--- config.mk ---
export PLATFORM = sky130hd
export DESIGN_NAME = spi_mnrch_gen
export DESIGN_NICKNAME = d
export VERILOG_FILES = /design/src/rtl/spi_mnrch_gen.sv
export SDC_FILE = /design/constraint.sdc
export NUM_CORES = 1
export LEC_CHECK = 0
export CORE_ASPECT_RATIO = 0.7
export CORE_UTILIZATION = 41
export CTS_BUF_LIST = sky130_fd_sc_hd__clkbuf_16
export DETAILED_ROUTE_END_ITERATION = 8
export PLACE_DENSITY = 0.72
export SLEW_MARGIN = 25
export SYNTH_ARGS = -nofsm -noshare
export SYNTH_HDL_FRONTEND = slang
export SYNTH_SLANG_ARGS = --single-unit
export TNS_END_PERCENT = 50
--- constraint.sdc ---
create_clock -name clk -period 1.7 [get_ports clk]
set_input_delay 0.255 -clock clk [delete_from_list [all_inputs] [get_ports clk]]
set_output_delay 0.255 -clock clk [all_outputs]
set_load 0.05 [all_outputs]
--- src/rtl/spi_mnrch_gen.sv ---
// spi_mnrch_gen: parameterised SPI main, mode 3 (CPOL=1, CPHA=1), one full-duplex frame per wrt.
// Define SPI_MNRCH_LSB_FIRST_EN for LSB-first framing; the default build is MSB-first.
module spi_mnrch_gen #(
  parameter int unsigned  WIDTH    = 16,
  parameter int unsigned  DIV_LOG2 = 5,
  parameter int unsigned  NUM_SS   = 1,
  localparam int unsigned SS_W     = (NUM_SS > 1) ? $clog2(NUM_SS) : 1
) (
  input  logic              clk,
  input  logic              rst_n,
  input  logic              wrt,
  input  logic [WIDTH-1:0]  wt_data,
  input  logic [SS_W-1:0]   ss_sel,
  input  logic              MISO,
  output logic              SCLK,
  output logic              MOSI,
  output logic [NUM_SS-1:0] SS_n,
  output logic              busy,
  output logic              done,
  output logic [WIDTH-1:0]  rd_data
);

  localparam int unsigned BIT_W = $clog2(WIDTH);
  localparam logic [DIV_LOG2-1:0] LOAD =
    DIV_LOG2'((1 << (DIV_LOG2 - 1)) + (1 << (DIV_LOG2 - 2)) - 1);
  localparam logic [DIV_LOG2-1:0] SAMPLE_PT = DIV_LOG2'((1 << (DIV_LOG2 - 1)) - 1);
  localparam logic [DIV_LOG2-1:0] ALL_ONES  = '1;
  localparam logic [BIT_W-1:0]    LAST_BIT  = BIT_W'(WIDTH - 1);

  typedef enum logic [1:0] {IDLE, FRONT, ACTIVE, BACK} state_t;

  state_t              state_q, state_d;
  logic [DIV_LOG2-1:0] cnt_q, cnt_d;
  logic [WIDTH-1:0]    sr_q, sr_d;
  logic                smp_q, smp_d;
  logic [BIT_W-1:0]    bit_q, bit_d;
  logic [NUM_SS-1:0]   ss_n_d;
  logic                busy_d, done_d;
  logic [WIDTH-1:0]    rd_d;
  logic [WIDTH-1:0]    shift_c;

  assign SCLK = cnt_q[DIV_LOG2-1];

`ifdef SPI_MNRCH_LSB_FIRST_EN
  assign MOSI    = sr_q[0];
  assign shift_c = {smp_q, sr_q[WIDTH-1:1]};
`else
  assign MOSI    = sr_q[WIDTH-1];
  assign shift_c = {sr_q[WIDTH-2:0], smp_q};
`endif

  // State and datapath registers; counter resets to LOAD so SCLK idles high
  always_ff @(posedge clk or negedge rst_n) begin
    if (!rst_n) begin
      state_q <= IDLE;
      cnt_q   <= LOAD;
      sr_q    <= '0;
      smp_q   <= 1'b0;
      bit_q   <= '0;
      SS_n    <= '1;
      busy    <= 1'b0;
      done    <= 1'b0;
      rd_data <= '0;
    end else begin
      state_q <= state_d;
      cnt_q   <= cnt_d;
      sr_q    <= sr_d;
      smp_q   <= smp_d;
      bit_q   <= bit_d;
      SS_n    <= ss_n_d;
      busy    <= busy_d;
      done    <= done_d;
      rd_data <= rd_d;
    end
  end

  // Next-state and datapath logic
  always_comb begin
    state_d = state_q;
    cnt_d   = cnt_q;
    sr_d    = sr_q;
    smp_d   = smp_q;
    bit_d   = bit_q;
    ss_n_d  = SS_n;
    busy_d  = busy;
    done_d  = done;
    rd_d    = rd_data;
    unique case (state_q)
      IDLE: begin
        cnt_d = LOAD;
        if (wrt) begin
          sr_d   = wt_data;
          bit_d  = '0;
          done_d = 1'b0;
          busy_d = 1'b1;
          for (int unsigned i = 0; i < NUM_SS; i++) begin
            ss_n_d[i] = (ss_sel != SS_W'(i));
          end
          state_d = FRONT;
        end
      end
      FRONT: begin
        // Lead-in: the first all-ones count only arms the first SCLK fall
        cnt_d = cnt_q + DIV_LOG2'(1);
        if (cnt_q == ALL_ONES) state_d = ACTIVE;
      end
      ACTIVE: begin
        cnt_d = cnt_q + DIV_LOG2'(1);
        if (cnt_q == SAMPLE_PT) smp_d = MISO;
        if (cnt_q == ALL_ONES) begin
          sr_d  = shift_c;
          bit_d = bit_q + BIT_W'(1);
          if (bit_q == LAST_BIT) begin
            cnt_d   = LOAD;
            state_d = BACK;
          end
        end
      end
      BACK: begin
        ss_n_d  = '1;
        done_d  = 1'b1;
        busy_d  = 1'b0;
        rd_d    = sr_q;
        state_d = IDLE;
      end
      default: state_d = IDLE;
    endcase
  end

endmodule
==> results.toml, run 1 <==
[run_status]
run_status = "finished with violations"
violations = "negative setup slack"

[routing]
drt_iter0_drc = 107
drtAntennaViolNets = 0
dr.pass1.iters = 4
wire_per_inst_um = 15.2
vias = 1720
drt-total-wl_um = 5020
drc_errors = 0
via_per_inst = 5.20

[clock_tree]
clk_pin_slew_ns = 0.06
h-tree-depth = 2
clock_latency_ns = 0.29
cts_tree = "done"
clockBufferDepth = 2
cts_buffers = 5
clock-root-buffer = "clkbuf_16"
cts.sinks = 47

[critical_path]
critPathBufInv = 0
critPathLaunchType = "flop"
slowest_delay_ns = 0.56
cp_data_required_time_ns = 1.87
end_kind = "flop"
crit_slowest_cell = "dfstp_2"
path_cells = "ha_4 > and3_4 > ha_4 > o21ai_2 > a21oi_2 > mux2_4"
cp_max_fo = 5
cp_top_family = "flip-flops"
crit_top_cell = "ha_4"
crit_arrival_ns = 1.93
crit_type = "reg -> reg"

[logic_synthesis]
ys_types = 30
synthSimpleGateAreaFrac_pct = 7.87
synthMuxAreaShare_pct = 17.2
synth_nets = 227
yosys_warnings = 0
synth_top_family_by_area = "multiplexers"
yosys.area.top_type = "dfrtp_1"
syn_inst = 196
synth_compound_area_share_pct = 12.6
synth-xor-area-share_pct = 0.391
netlist_area_sq_um = 2240
synth.avg_cell_area_sq_um = 11.4
synthTopCellsByArea = "dfrtp_1, mux2_2, mux2i_1"
ys_ff_latch = 47
synth_top_area_share_pct = 46.9
synth_adder_area_share_pct = 5.58
ys_seq_area_share_pct = 52.7

[floorplan]
die-area_sq_um = 5770
die-height_um = 63.9
core-area_sq_um = 5260
ios = 42
die_w_um = 90.4
start_util_pct = 42.6
rows = 22

[global_routing]
grt_usage_pct = 18.9
grt_antenna_before_repair = 0
grt_overflow = 0
grt_pass1_wl_um = 8460
grt_max_degree = 48
grt_pass1_vias = 1686

[timing]
rsz0062_at_grt = "yes"
setup_viol_count_final = 19
finalCriticalPeriod_ns = 1.76
finalClockSkew_ns = 0.00283
hold_viol = 0
relSlewSlack_pct = 78.4
slew_violations = 0
fin_ws_ns = -0.0580
fin_crit_sh_pct = 103
fmax_ghz = 0.569
worstMarginPinSlew_ns = 0.325

[layout]
post-route-cell-area_sq_um = 3180
syn_to_final_growth_pct = 42.0
num_antenna_cells = 0
nNetsFinal = 289
drive_gt1_share_pct = 41.7
post-route-util_pct = 60.6

[power]
p_leak_nw = 1.32
peakVddDrop_uv = 1170
powerDensity_nw_per_um2 = 2360

[run]
maxCapViolations = 0

[placed_design]
gp_congestion = 0.816
place_hpwl_um = 3240
postPlaceCellArea_sq_um = 2850
io_buffers = 41

[hold_path]
hold_path.class = "in -> async"
-- path summary, 6_finish.rpt --
path / slack [ns] / endpoint / from / cells past startpoint
setup / recovery: -0.06 / state_q[1]$_DFFE_PN0P_ / cnt_q[1]$_DFFE_PN1P_ / 6
hold reg to reg: 0.51 / rd_data[4]$_DFFE_PN0P_ / rd_data[4]$_DFFE_PN0P_ / 1
max in group asynchronous: 0.95 / cnt_q[2]$_DFFE_PN1P_ / rst_n / 3
hold / removal: 0.47 / rd_data[9]$_DFFE_PN0P_ / rst_n / 3
setup reg to reg: -0.06 / state_q[1]$_DFFE_PN0P_ / cnt_q[1]$_DFFE_PN1P_ / 6
min in group clk: 0.51 / rd_data[4]$_DFFE_PN0P_ / rd_data[4]$_DFFE_PN0P_ / 1
-- worst min-delay path: stages --
cell           delay [ns]
dlygate4sd3_1        0.51
buf_2                0.12
buf_12               0.25
-- stage by stage --
stage	total power, W	setup TNS, ns	worst slack [ns]	hold slack, ns	cells
3_3_place_gp	0.00572	-0.0284	-0.00672	0.255	315
5_1_grt	0.00796	-1.83	-0.109	0.506	331
6_report	0.00752	-0.429	-0.0580	0.469	331
4_1_cts	0.00760	-0.400	-0.0387	0.488	334
3_5_place_dp	0.00582	-0.783	-0.0683	0.258	315
2_1_floorplan	0.00462	0	0.00357	-0.0406	196
-- power breakdown --
group / internal [W] / leakage, nW / switching (W) / total [W]
clock network: 0.000842 / 0.0900 / 0.000420 / 0.00126
registers: 0.00170 / 0.532 / 0.000398 / 0.00210
logic: 0.00181 / 0.694 / 0.00236 / 0.00417
total: 0.00435 / 1.32 / 0.00317 / 0.00752
-- metal layers --
metal  wire (um)  vias to the layer above  global-route usage, %  part of all wire [%]
li1            -                      818                      -                     -
met1        2410                      840                   27.4                    48
met2        2300                       53                   28.1                    46
met3         258                        9                   4.17                   5.1
met4          46                        0                   6.05                  0.92
met5           0                        -                      0                     0
-- cell usage after synthesis --
library cell,instances
a211oi_2,1
a21oi_1,23
a21oi_4,1
a22o_2,2
a22oi_1,1
a31oi_1,3
a32o_1,1
and3_1,2
buf_2,5
buf_4,3
clkbuf_1,1
dfrtp_1,42
dfstp_2,5
ha_1,10
inv_1,8
mux2_2,18
mux2i_1,17
mux2i_2,1
nand2_1,6
nand2b_1,1
nand3_1,5
nand4_1,1
nor2_1,23
nor4b_1,2
o21a_1,1
o21ai_0,8
o22a_1,2
o22ai_1,1
o32a_1,1
xnor2_1,1
-- cells in the final DEF, fill, tap and decap left out, drive strengths merged --
cell / instances
buf: 44
dfrtp: 42
a21oi: 24
nor2: 23
clkdlybuf4s50: 19
mux2: 18
mux2i: 18
ha: 10
inv: 8
o21ai: 8
nand2: 6
dfstp: 5
nand3: 5
clkbuf: 5
a31oi: 3
nor4b: 2
o22a: 2
a22o: 2
bufinv: 2
and3: 2
nand2b: 1
o32a: 1
nand4: 1
o21a: 1
a211oi: 1
xnor2: 1
a32o: 1
o22ai: 1
a22oi: 1
clkinvlp: 1
dlygate4sd3: 1
-- area by class of cell --
class                   instances  area, sq um
clock buffers                   5          125
repair buffers                 64          589
multi-input cells             132         1100
clock inverters                 3         67.6
fillers                       423         2070
flip-flops and latches         47         1180
inverters                       8         32.5
well taps                      72         90.1
-- kinds of logic after synthesis --
logic type,after synthesis
simple gates,40
compound gates,45
mux,36
flops,47
xor+xnor,1
fa+ha+maj,10
buf+inv,17
-- sequential cells by signal, indices dropped and copies added, names as in the netlist --
| signal | flops |
|---|---|
| SS_n | 1 |
| bit_q | 4 |
| busy | 1 |
| cnt_q | 5 |
| done | 1 |
| rd_data | 16 |
| smp_q | 1 |
| sr_q | 16 |
| state_q | 2 |
-- timing repair --
action                     4_1_cts  5_1_grt
pin swaps                        3        7
hold buffers                     1        0
setup endpoints to repair       21       24
hold endpoints to repair        42        0
setup buffers                    8        0
resized for setup               11       20
gates cloned                     2        0
(Power assumes the default switching activity.)
==> run 2, diff against run 1 <==
--- a/config.mk
+++ b/config.mk
@@ -8,6 +8,7 @@
 export CORE_ASPECT_RATIO = 0.7
 export CORE_UTILIZATION = 41
 export CTS_BUF_LIST = sky130_fd_sc_hd__clkbuf_16
+export CTS_CLUSTER_DIAMETER = 30
 export DETAILED_ROUTE_END_ITERATION = 8
 export PLACE_DENSITY = 0.72
 export SLEW_MARGIN = 25
==> results of run 2 <==
No change in the layout: final DEF, timing and power equal those of run 1.
==> run 3, diff against run 2 <==
--- a/config.mk
+++ b/config.mk
@@ -7,9 +7,10 @@
 export LEC_CHECK = 0
 export CORE_ASPECT_RATIO = 0.7
 export CORE_UTILIZATION = 41
-export CTS_BUF_LIST = sky130_fd_sc_hd__clkbuf_16
+export CTS_BUF_LIST = sky130_fd_sc_hd__clkbuf_2
 export CTS_CLUSTER_DIAMETER = 30
 export DETAILED_ROUTE_END_ITERATION = 8
+export MAX_ROUTING_LAYER = met4
 export PLACE_DENSITY = 0.72
 export SLEW_MARGIN = 25
 export SYNTH_ARGS = -nofsm -noshare
==> results.toml, run 3 (synthesized netlist as in run 1, its figures left out) <==
[clock_tree]
clock-root-buffer = "clkbuf_2"
cts_buffers = 5
clock_latency_ns = 0.41
cts_tree = "done"
cts.sinks = 47
h-tree-depth = 2
clk_pin_slew_ns = 0.25
clockBufferDepth = 2

[placed_design]
gp_congestion = 0.828
place_hpwl_um = 3240
io_buffers = 41
dp_cells = 315

[timing]
fin_ws_ns = -0.0658
finalCriticalPeriod_ns = 1.77
hold_viol = 0
rsz0062_at_grt = "yes"
relSlewSlack_pct = 78.3
setup_viol_count_final = 23
fmax_ghz = 0.566
fin_tns_setup_ns = -0.961
hold-worst-slack_ns = 0.290
worstMarginPinSlew_ns = 0.326
fin_crit_sh_pct = 104
finalClockSkew_ns = 0.00834
slew_violations = 0

[routing]
drc_errors = 0
dr.pass1.iters = 4
drtAntennaViolNets = 0
wire_per_inst_um = 14.9
vias = 1705
drt-total-wl_um = 4930
drt_iter0_drc = 77
via_per_inst = 5.15

[critical_path]
cp_max_fo = 8
crit_arrival_ns = 2.12
end_kind = "flop"
critPathLaunchType = "flop"
crit_type = "reg -> reg"
cp_data_required_time_ns = 2.06

[floorplan]
core-area_sq_um = 5260
start_util_pct = 42.6
die-height_um = 63.9
ios = 42
die-area_sq_um = 5770
die_w_um = 90.4
rows = 22

[run_status]
run_status = "finished with violations"
violations = "negative setup slack"

[power]
powerDensity_nw_per_um2 = 2280
peakVddDrop_uv = 1110
p_leak_nw = 1.28

[run]
maxCapViolations = 0

[global_routing]
grt_pass1_vias = 1742
grt_pass1_wl_um = 8470
grt_antenna_before_repair = 0
grt_max_degree = 48
grt_usage_pct = 19.2
grt_overflow = 0

[layout]
drive_gt1_share_pct = 42.5
fillerInstances = 432
syn_to_final_growth_pct = 38.3
multiInputGateArea_sq_um = 1110
num_antenna_cells = 0
largest_registers = "rd_data x16, sr_q x16, cnt_q x5"
final_common_cell = "dfrtp_1"
final-seq-area_sq_um = 1180
mostFrequentLayoutCells = "dfrtp_1, buf_4, clkdlybuf4s50_1"
stdcell_count = 331
nNetsFinal = 289

[hold_path]
hold_path.class = "in -> async"
run 3: cell count changes in the layout (fill, tap and decap cells not counted):
cell	before	now
nor2_1	11	9
clkbuf_16	5	0
a21oi_1	16	17
clkbuf_2	0	5
dfrtp_2	0	1
dfrtp_1	42	41
a21oi_2	7	5
a21oi_4	1	2
nor2_2	12	14
o21ai_4	0	1
o21ai_2	1	0
run 3: area by class of cell:
class,instances,share of cell area (%)
Clock inverter,3,2.18
Sequential cell,47,38.2
Clock buffer,5,0.807
Multi-Input combinational cell,132,35.9
Timing Repair Buffer,64,19.0
Inverter,8,1.05
Tap cell,72,2.90
run 3: worst paths after layout:
check	end	slack, ns	startpoint	cells past startpoint
worst max-delay path	sr_q[1]$_DFFE_PN0P_	-0.07	cnt_q[1]$_DFFE_PN1P_	8
worst min-delay path	rd_data[9]$_DFFE_PN0P_	0.29	rst_n	3
worst max register to register	sr_q[1]$_DFFE_PN0P_	-0.07	cnt_q[1]$_DFFE_PN1P_	8
worst min register to register	rd_data[4]$_DFFE_PN0P_	0.54	rd_data[4]$_DFFE_PN0P_	1
max in group asynchronous	cnt_q[0]$_DFFE_PN1P_	1.12	rst_n	3
min in group clk	sr_q[10]$_DFFE_PN0P_	0.44	wt_data[10]	3
run 3: power by group:
part	switching (W)	internal, W
combinational	0.00235	0.00185
sequential	0.000407	0.00169
clock	0.000375	0.000394
run 3: metrics by stage:
stage | utilization [%] | instance area [sq um] | setup WS [ns] | power, W
after floorplan | - | 2280 | 0.00357 | 0.00462
after global placement | 54.2 | 2850 | -0.00672 | 0.00572
after detailed placement | 54.2 | 2850 | -0.0683 | 0.00582
after CTS | 59.2 | 3110 | -0.0492 | 0.00713
after global routing | 59.0 | 3100 | -0.144 | 0.00751
final | 59.0 | 3100 | -0.0658 | 0.00706
run 3: worst max-delay path: stages, from the launching register on:
cell and delay (ns):
dfstp_2 0.62, ha_4 0.14, and3_4 0.18, ha_4 0.18, inv_4 0.06, a21oi_4 0.20, buf_6 0.18, nor2_2 0.04
a21oi_1 0.11
run 3: routing by layer:
metal  wire (um)  share of wire (%)  up-vias  global-route usage [%]
met5           0                  0        -                       -
met4          38               0.77        0                    4.64
met3         193                3.9        4                    4.17
met2        2230                 45       40                    28.1
met1        2470                 50      841                    27.3
li1            -                  -      820                       -
run 3: repair_timing:
action	CTS	global route
cloned	2	0
hold endpoints to repair	42	0
resized for setup	17	18
setup buffers	8	0
pin swaps	6	5
hold buffers	1	0
setup endpoints to repair	23	24
